[src/rtl/uart_rx_8n1_pkg.sv]
// uart_rx_8n1_pkg: shared constants for the 8N1 receiver (FSM encodings, default bit period)
package uart_rx_8n1_pkg;

    localparam int DEFAULT_CLKS_PER_BIT = 1250;

    typedef logic [2:0] state_t;

    localparam state_t ST_IDLE  = 3'd0;
    localparam state_t ST_START = 3'd1;
    localparam state_t ST_DATA  = 3'd2;
    localparam state_t ST_STOP  = 3'd3;
    localparam state_t ST_BREAK = 3'd4;

endpackage

[src/rtl/uart_rx_8n1_if.sv]
// uart_rx_8n1_if: serial line plus received-byte signals
//   uart_rx   serial line into the receiver
//   rx_data   last correctly framed byte
//   rx_valid  one-cycle strobe, rx_data updated in the same cycle
//   frame_err one-cycle strobe on a low stop bit
//   rx_busy   receiver is not idle
interface uart_rx_8n1_if;
    logic       uart_rx;
    logic [7:0] rx_data;
    logic       rx_valid;
    logic       frame_err;
    logic       rx_busy;

    modport master (input uart_rx, output rx_data, rx_valid, frame_err, rx_busy);
    modport slave  (output uart_rx, input rx_data, rx_valid, frame_err, rx_busy);
endinterface

[src/rtl/uart_rx_8n1_sync_2ff.sv]
// sync_2ff: two-flop synchronizer for an asynchronous single-bit input
//   clk, rst_n  clock and asynchronous active-low reset
//   d_i         asynchronous input
//   q_o         synchronized output, RESET_VAL while in reset
module sync_2ff #(
    parameter logic RESET_VAL = 1'b1
) (
    input  logic clk,
    input  logic rst_n,
    input  logic d_i,
    output logic q_o
);
    logic meta_q;
    logic sync_q;

    always_ff @(posedge clk or negedge rst_n) begin
        if (!rst_n) begin
            meta_q <= RESET_VAL;
            sync_q <= RESET_VAL;
        end else begin
            meta_q <= d_i;
            sync_q <= meta_q;
        end
    end

    assign q_o = sync_q;
endmodule

[src/rtl/uart_rx_8n1.sv]
// uart_rx_8n1: 8N1 UART receiver, mid-bit sampling, valid and framing-error strobes
//   clk, rst_n  system clock and asynchronous active-low reset
//   bus         uart_rx_8n1_if.master: uart_rx in; rx_data, rx_valid, frame_err, rx_busy out
module uart_rx_8n1
    import uart_rx_8n1_pkg::*;
#(
    parameter int CLKS_PER_BIT = DEFAULT_CLKS_PER_BIT
) (
    input  logic           clk,
    input  logic           rst_n,
    uart_rx_8n1_if.master  bus
);
    if (CLKS_PER_BIT < 4) begin : g_param_check
        $error("uart_rx_8n1: CLKS_PER_BIT must be at least 4");
    end

    localparam int CW = $clog2(CLKS_PER_BIT);
    localparam logic [CW-1:0] HALF_M1 = CW'(CLKS_PER_BIT / 2 - 1);
    localparam logic [CW-1:0] FULL_M1 = CW'(CLKS_PER_BIT - 1);

    logic          rx_s;
    state_t        state_q, state_d;
    logic [CW-1:0] cnt_q, cnt_d;
    logic [2:0]    idx_q, idx_d;
    logic [7:0]    shift_q, shift_d;
    logic [7:0]    data_q, data_d;
    logic          valid_q, valid_d;
    logic          ferr_q, ferr_d;

    sync_2ff #(.RESET_VAL(1'b1)) u_sync (
        .clk   (clk),
        .rst_n (rst_n),
        .d_i   (bus.uart_rx),
        .q_o   (rx_s)
    );

    // START waits half a bit to land on the centre of the start bit; every
    // later sample is a full bit period after the previous one.
    always_comb begin
        state_d = state_q;
        cnt_d   = cnt_q + 1'b1;
        idx_d   = idx_q;
        shift_d = shift_q;
        data_d  = data_q;
        valid_d = 1'b0;
        ferr_d  = 1'b0;
        case (state_q)
            ST_IDLE: begin
                cnt_d = '0;
                if (!rx_s) state_d = ST_START;
            end
            ST_START: if (cnt_q == HALF_M1) begin
                cnt_d   = '0;
                idx_d   = '0;
                state_d = rx_s ? ST_IDLE : ST_DATA;
            end
            ST_DATA: if (cnt_q == FULL_M1) begin
                cnt_d          = '0;
                shift_d[idx_q] = rx_s;
                idx_d          = idx_q + 1'b1;
                if (idx_q == 3'd7) state_d = ST_STOP;
            end
            // Leaving at mid-stop-bit gives half a bit of slack to catch a
            // start bit that follows immediately.
            ST_STOP: if (cnt_q == FULL_M1) begin
                cnt_d   = '0;
                valid_d = rx_s;
                ferr_d  = !rx_s;
                data_d  = rx_s ? shift_q : data_q;
                state_d = rx_s ? ST_IDLE : ST_BREAK;
            end
            // A line held low after a bad stop bit must not look like a new start bit.
            ST_BREAK: begin
                cnt_d = '0;
                if (rx_s) state_d = ST_IDLE;
            end
            default: begin
                cnt_d   = '0;
                state_d = ST_IDLE;
            end
        endcase
    end

    always_ff @(posedge clk or negedge rst_n) begin
        if (!rst_n) begin
            state_q <= ST_IDLE;
            cnt_q   <= '0;
            idx_q   <= '0;
            shift_q <= '0;
            data_q  <= '0;
            valid_q <= 1'b0;
            ferr_q  <= 1'b0;
        end else begin
            state_q <= state_d;
            cnt_q   <= cnt_d;
            idx_q   <= idx_d;
            shift_q <= shift_d;
            data_q  <= data_d;
            valid_q <= valid_d;
            ferr_q  <= ferr_d;
        end
    end

    assign bus.rx_data   = data_q;
    assign bus.rx_valid  = valid_q;
    assign bus.frame_err = ferr_q;
    assign bus.rx_busy   = state_q != ST_IDLE;
endmodule

[src/flat_wrapper.sv]
// flat-port wrapper written by rule: the top's interface ports become plain ports
module uart_rx_8n1_flat import uart_rx_8n1_pkg::*;
#(
    parameter int CLKS_PER_BIT = DEFAULT_CLKS_PER_BIT
)
  (clk, rst_n, bus_uart_rx, bus_rx_data, bus_rx_valid, bus_frame_err, bus_rx_busy);
  uart_rx_8n1_if bus_i ();
  input  logic clk;
  input  logic rst_n;
  input wire logic [$bits(bus_i.uart_rx)-1:0] bus_uart_rx;
  output wire logic [$bits(bus_i.rx_data)-1:0] bus_rx_data;
  output wire logic [$bits(bus_i.rx_valid)-1:0] bus_rx_valid;
  output wire logic [$bits(bus_i.frame_err)-1:0] bus_frame_err;
  output wire logic [$bits(bus_i.rx_busy)-1:0] bus_rx_busy;
  assign bus_i.uart_rx = bus_uart_rx;
  assign bus_rx_data = bus_i.rx_data;
  assign bus_rx_valid = bus_i.rx_valid;
  assign bus_frame_err = bus_i.frame_err;
  assign bus_rx_busy = bus_i.rx_busy;
  uart_rx_8n1 #(.CLKS_PER_BIT(CLKS_PER_BIT)) u_core (.clk(clk), .rst_n(rst_n), .bus(bus_i));
endmodule
[config.mk]
export PLATFORM = sky130hd
export DESIGN_NAME = uart_rx_8n1_flat
export DESIGN_NICKNAME = d
export VERILOG_FILES = /design/src/rtl/uart_rx_8n1_pkg.sv /design/src/rtl/uart_rx_8n1_if.sv /design/src/rtl/uart_rx_8n1_sync_2ff.sv /design/src/rtl/uart_rx_8n1.sv /design/src/flat_wrapper.sv
export SDC_FILE = /design/constraint.sdc
export NUM_CORES = 1
export LEC_CHECK = 0
export CAP_MARGIN = 20
export CELL_PAD_IN_SITES_DETAIL_PLACEMENT = 0
export CELL_PAD_IN_SITES_GLOBAL_PLACEMENT = 1
export CORE_MARGIN = 2
export CORE_UTILIZATION = 31
export CTS_CLUSTER_SIZE = 8
export DETAILED_ROUTE_END_ITERATION = 12
export PLACE_DENSITY_LB_ADDON = 0.1
export SYNTH_ARGS = -nofsm -noshare
export SYNTH_HDL_FRONTEND = slang
export SYNTH_SLANG_ARGS = --single-unit
[constraint.sdc]
create_clock -name clk -period 6.79 [get_ports clk]
set_input_delay 1.6975 -clock clk [delete_from_list [all_inputs] [get_ports clk]]
set_output_delay 1.6975 -clock clk [all_outputs]
set_load 0.01 [all_outputs]
==> results of run 1 <==
-- sequential cells by signal (all words and copies together) (netlist names) --
| name | cells |
|---|---|
| u_core.bus.frame_err | 1 |
| u_core.bus.rx_data | 8 |
| u_core.bus.rx_valid | 1 |
| u_core.cnt_q | 11 |
| u_core.idx_q | 3 |
| u_core.shift_q | 8 |
| u_core.state_q | 3 |
| u_core.u_sync.meta_q | 1 |
| u_core.u_sync.q_o | 1 |
-- per-layer routing --
metal,part of all wire [%],global-route usage [%],up-vias,routed length (um)
met4,2.0,6.44,0,68
met1,46,14.4,569,1520
met5,0,0,-,0
met3,3.0,3.37,5,98
met2,49,19.2,15,1640
li1,-,-,562,-
-- per-stage QoR --
stage / hold slack [ps] / utilization, % / power [mW] / instance area, um2
after floorplan: 345 / - / 0.227 / 1820
after global placement: 346 / 35.5 / 0.232 / 1980
after detailed placement: 347 / 35.5 / 0.232 / 1980
after CTS: 358 / 37.9 / 0.460 / 2110
after global routing: 362 / 37.9 / 0.475 / 2110
final: 358 / 37.9 / 0.453 / 2110
-- final cells by class --
class | instances | area, um2 | share of cell area (%)
clock buffer | 5 | 68.8 | 3.26
timing repair buffer | 13 | 125 | 5.92
multi-input combinational | 104 | 813 | 38.5
clock inverter | 3 | 65.1 | 3.08
tap | 72 | 90.1 | 4.26
inverter | 6 | 22.5 | 1.07
sequential | 37 | 928 | 43.9
-- placed cells by master (no fill, tap or decap), drive strengths merged, types with 2 or more instances in the layout --
cell           netlist  routed
a211oi               2       2
a41oi                2       2
and2                 3       3
and2b                2       2
and3                 2       2
bufinv               0       2
clkbuf               1       5
clkdlybuf4s50        0      12
dfrtp               35      35
dfstp                2       2
ha                   5       5
inv                  6       6
mux2                16      16
mux2i                3       3
nand2                7       7
nand3                4       4
nand4                4       4
nand4b               5       5
nor2                20      20
nor2b                3       3
nor3                 3       3
nor4                 2       2
o21ai                3       3
or3                  2       2
xnor2                7       7
xor2                 2       2
-- cell families (layout without fill, tap and decap cells) --
kind of cell	count (synthesis)	in the layout	synth area share, %
flip-flops	37	37	51.1
adder cells (fa/ha/maj)	5	5	3.44
AND/OR/NAND/NOR	60	60	19.1
buffers and inverters	13	27	4.13
XOR/XNOR	9	9	4.34
multiplexers	19	19	13.2
AO/OA/AOI/OAI	11	11	4.68
-- worst paths after layout --
| path | start | cells past startpoint | slack [ps] | endpoint |
|---|---|---|---|---|
| max | u_core.state_q[2] | 2 | 3430 | bus_rx_busy |
| min | u_core.u_sync.meta_q | 0 | 360 | u_core.u_sync.q_o |
| max reg2reg | u_core.cnt_q[2] | 4 | 3810 | u_core.bus.rx_data[5] |
| min reg2reg | u_core.u_sync.meta_q | 0 | 360 | u_core.u_sync.q_o |
| max in group asynchronous | rst_n | 1 | 4790 | u_core.bus.frame_err |
| min in group asynchronous | rst_n | 1 | 1500 | u_core.bus.rx_valid |
-- power by group --
part / internal [mW] / total [mW] / leakage, nW / switching (mW)
clock network: 0.146 / 0.225 / 0.0681 / 0.0795
logic: 0.000844 / 0.00518 / 0.351 / 0.00434
registers: 0.221 / 0.222 / 0.495 / 0.00111
total: 0.368 / 0.453 / 0.915 / 0.0850
==> results.py, run 1 <==
metrics = {
    "outcome": {
        "status": "finished clean",
    },
    "critical_path": {
        "slowest_delay_ps": 490,
        "cp_max_fo": 10,
        "crit_buf_inv": 1,
        "cp.arrival_ps": 1660,
        "slowest_stage": "dfrtp_1",
        "criticalPathCategory": "flip-flop to output pin",
        "cp-start-kind": "flip-flop",
        "critPathCaptureType": "output pin",
        "path_cells": "or3_1, clkdlybuf4s50_1",
        "required_ps": 5090,
        "crit_family": "flip-flops",
    },
    "synthesis": {
        "yosysMostFrequentCell": "dfrtp_1",
        "postSynthNetCount": 162,
        "yosys_warnings": 0,
        "synthArstFlopShare_pct": 100,
        "synthCells": 154,
        "synth_area_leaders": "dfrtp_1 48%, mux2_4 6.6%, nor2_1 3.9%",
        "synth.distinct_cells": 39,
        "yosysTopAreaCellShare_pct": 48.2,
        "ys_top_cells_by_count": "35 x dfrtp_1, 19 x nor2_1, 8 x mux2_4, 7 x nand2_1, 7 x xnor2_1",
        "netlist_area_um2": 1820,
        "synth_top_cell_by_area": "dfrtp_1",
        "synth_area_per_cell_um2": 11.8,
        "synth_seq_cells": 37,
        "synth-main-ff-cell": "dfrtp_1",
        "synth_edf_count": 0,
        "seq_area_frac_synth_pct": 51.1,
    },
    "final_layout": {
        "diodes": 0,
        "nFillCells": 567,
        "fin_nets": 175,
        "drive_above_1_share_pct": 17.9,
        "layoutNonFillerInstCount": 240,
        "syn_to_final_growth_pct": 16.3,
    },
    "clocking": {
        "cts_sinks": 37,
        "clock_path_buffers": 2,
        "cts_tree": "done",
        "numCtsBuffers": 5,
        "post_cts_buffers": 0,
        "postCtsHoldBufs": 0,
        "root_buffer": "clkbuf_8",
        "htree_levels": 2,
        "worstSkewPairLatency_ps": 290,
        "cts_resized": 0,
        "cts.clk_slew.worst_paths_ps": 70,
    },
    "floorplanning": {
        "die_area_um2": 6490,
        "initial_core_util_pct": 32.6,
        "io_pins": 14,
        "core_um2": 5570,
        "die_y_um": 80.6,
        "row_count": 27,
        "die_w_um": 80.6,
    },
    "sta": {
        "rsz0062_at_grt": "false",
        "tightestPinTransition_ps": 913,
        "clock_skew_ps": 5.57,
        "final_max_slew_viol_count": 0,
        "relSlewSlack_pct": 38.7,
        "setup_viol": 0,
        "worst_slack_ps": 3430,
        "fin_setup_tns_ps": 0,
        "max_freq_mhz": 298,
        "fin_crit_ps": 3360,
        "hold_viol": 0,
        "fin_crit_sh_pct": 49.5,
    },
    "placed_design": {
        "io_buffers": 13,
        "placed_cells": 232,
        "dp_slack_ps": 3740,
        "dpl.hpwl_um": 2230,
        "place.gp.congestion": 0.770,
    },
    "min_path": {
        "hold_path.class": "flip-flop to flip-flop",
    },
    "global_routing": {
        "gr-total-overflow": 0,
        "grt_pass1_wl_um": 5770,
        "grt_usage_pct": 11.9,
        "antenna_found_initial": 0,
        "grt_start_max_net_pins": 38,
        "first_global_vias": 1195,
    },
    "pwr": {
        "leakage_nw": 0.915,
        "ir_drop_v": 0.0000963,
        "p_per_area_nw_per_um2": 214,
    },
    "detailed_routing": {
        "via_per_inst": 4.80,
        "vias": 1151,
        "drtAntennaViolNets": 0,
        "dr.pass1.iters": 3,
        "totalWireLength_um": 3320,
        "routedWlPerCell_um": 13.8,
        "drtIter0Drc": 56,
        "drc_errors": 0,
    },
    "job": {
        "drv_cap": 0,
    },
}
Note: power is estimated with default switching activity, not from simulation.
==> inputs of run 2 (changes only) <==
- clock period: 6.79 -> 2.82 ns (I/O delays scaled with it)
==> results.py, run 2 (synthesized netlist as in run 1, its figures left out) <==
metrics = {
    "outcome": {
        "status": "finished clean",
    },
    "global_routing": {
        "antenna_found_initial": 0,
        "met3_usage_pct": 3.93,
        "first_global_vias": 1328,
        "busiest_layer": "met2",
        "met1_usage_pct": 14.6,
        "grt_pass1_wl_um": 6330,
        "gr-total-overflow": 0,
        "grt_start_max_net_pins": 38,
        "grt_usage_pct": 12.9,
        "met2_usage_pct": 22.8,
    },
    "final_layout": {
        "diodes": 0,
        "syn_to_final_growth_pct": 16.7,
        "postLayoutCellArea_um2": 2120,
        "finish.utilization_pct": 38.0,
        "final_common_cell": "dfrtp_1",
        "fin_nets": 176,
        "nFillCells": 565,
        "max_flop_register": "u_core.cnt_q",
        "final_cell_mix": "35 x dfrtp_1, 19 x nor2_1, 12 x clkdlybuf4s50_1",
        "drive_above_1_share_pct": 18.3,
        "largest_reg_flops": 11,
    },
    "placed_design": {
        "io_buffers": 13,
        "dpl.hpwl_um": 2460,
        "place.gp.congestion": 0.737,
        "placed_cell_area_um2": 1990,
    },
    "sta": {
        "hold_viol": 0,
        "fin_setup_tns_ps": 0,
        "rsz0062_at_grt": "false",
        "relSlewSlack_pct": 44.1,
        "tightestPinTransition_ps": 838,
        "max_freq_mhz": 421,
        "final_max_slew_viol_count": 0,
        "clock_skew_ps": 5.83,
        "fin_crit_sh_pct": 84.2,
        "fin_crit_ps": 2380,
        "setup_viol": 0,
    },
    "critical_path": {
        "reg2reg_slack_ps": 520,
        "critPathCaptureType": "output pin",
        "slowest_delay_ps": 500,
        "crit_buf_inv": 1,
        "required_ps": 2120,
        "criticalPathCategory": "flip-flop to output pin",
        "crit_family": "flip-flops",
        "path_cells": "or3_1, clkdlybuf4s50_1",
        "reg2reg_from": "u_core.cnt_q[2]",
        "cp.arrival_ps": 1670,
        "cp_max_fo": 10,
        "cp-start-kind": "flip-flop",
        "r2r_cells": 4,
        "slowest_stage": "dfrtp_1",
        "r2r-end": "u_core.bus.rx_data[1]",
    },
    "detailed_routing": {
        "vias": 1203,
        "drtAntennaViolNets": 0,
        "drtIter0Drc": 32,
        "dr.pass1.iters": 4,
        "totalWireLength_um": 3560,
        "drc_errors": 0,
        "routedWlPerCell_um": 14.8,
        "via_per_inst": 4.99,
    },
    "pwr": {
        "internal-power_mw": 0.886,
        "pwr-share-comb_pct": 1.2,
        "clock_power_share_pct": 49.5,
        "power.switching_mw": 0.200,
        "leakage_nw": 0.920,
        "switching_share_pct": 18.4,
        "p_per_area_nw_per_um2": 512,
        "power_frac_seq_pct": 49.3,
        "ir_drop_v": 0.000240,
    },
    "floorplanning": {
        "row_count": 27,
        "initial_core_util_pct": 32.6,
        "die_y_um": 80.6,
        "io_pins": 14,
        "core_um2": 5570,
        "die_w_um": 80.6,
        "die_area_um2": 6490,
    },
    "clocking": {
        "clock_path_buffers": 2,
        "post_cts_buffers": 0,
        "root_buffer": "clkbuf_8",
        "worstSkewPairLatency_ps": 290,
        "cts_sinks": 37,
        "cts_tree": "done",
        "cts.clk_slew.worst_paths_ps": 70,
        "cts_resized": 0,
        "numCtsBuffers": 5,
        "htree_levels": 2,
        "postCtsHoldBufs": 0,
    },
    "min_path": {
        "min_to": "u_core.u_sync.q_o",
        "min_from": "u_core.u_sync.meta_q",
        "hold_path.class": "flip-flop to flip-flop",
        "whs_path_depth": 0,
    },
    "job": {
        "drv_cap": 0,
    },
}
[run 2: changes by cell type in the layout (fill, tap and decap cells not counted)]
cell   delta
buf_4     +1
[run 2: cell type report]
class | instances | area (um2) | share of cell area (%)
flip-flops and latches | 37 | 928 | 43.8
multi-input cells | 104 | 813 | 38.3
clock buffers | 5 | 68.8 | 3.24
clock inverters | 3 | 65.1 | 3.07
inverters | 6 | 22.5 | 1.06
well taps | 72 | 90.1 | 4.25
repair buffers | 14 | 133 | 6.25
[run 2: power by group through the flow]
stage	Sequential (mW)	Combinational (mW)	Clock (mW)
final	0.536	0.0130	0.538
after floorplan	0.544	0.00236	0
after global routing	0.536	0.0155	0.578
after CTS	0.536	0.0141	0.557
after global placement	0.546	0.0134	0
after detailed placement	0.546	0.0140	0
[run 2: worst register-to-register path, stage by stage (launching register included)]
cell     delay [ps]
dfrtp_1         440
or4b_4          580
nor4_4          270
and3_1          560
mux2_4          350
[run 2: per-stage QoR]
step | instances | setup slack [ps] | hold slack (ps) | total power [mW]
5_1_grt | 241 | 365 | 361 | 1.13
2_1_floorplan | 154 | 613 | 345 | 0.546
3_3_place_gp | 233 | 539 | 346 | 0.560
6_report | 241 | 445 | 357 | 1.09
3_5_place_dp | 233 | 473 | 348 | 0.560
4_1_cts | 241 | 425 | 359 | 1.11
[run 2: worst max path at each step]
stage               cells after the start               from                     to  slack, ps
finish                                  2  u_core.state_q[2]            bus_rx_busy        440
global placement                        4    u_core.cnt_q[2]  u_core.bus.rx_data[0]        540
CTS                                     2  u_core.state_q[2]            bus_rx_busy        420
floorplan                               5    u_core.cnt_q[2]  u_core.bus.rx_data[0]        610
global route                            2  u_core.state_q[0]            bus_rx_busy        360
detailed placement                      4    u_core.cnt_q[2]  u_core.bus.rx_data[3]        470
[run 2: routing by layer]
metal  up-vias  share of wire, %
met5         -                 0
met4         0               1.2
met2        24                51
li1        564                 -
met1       610                44
met3         5               3.7
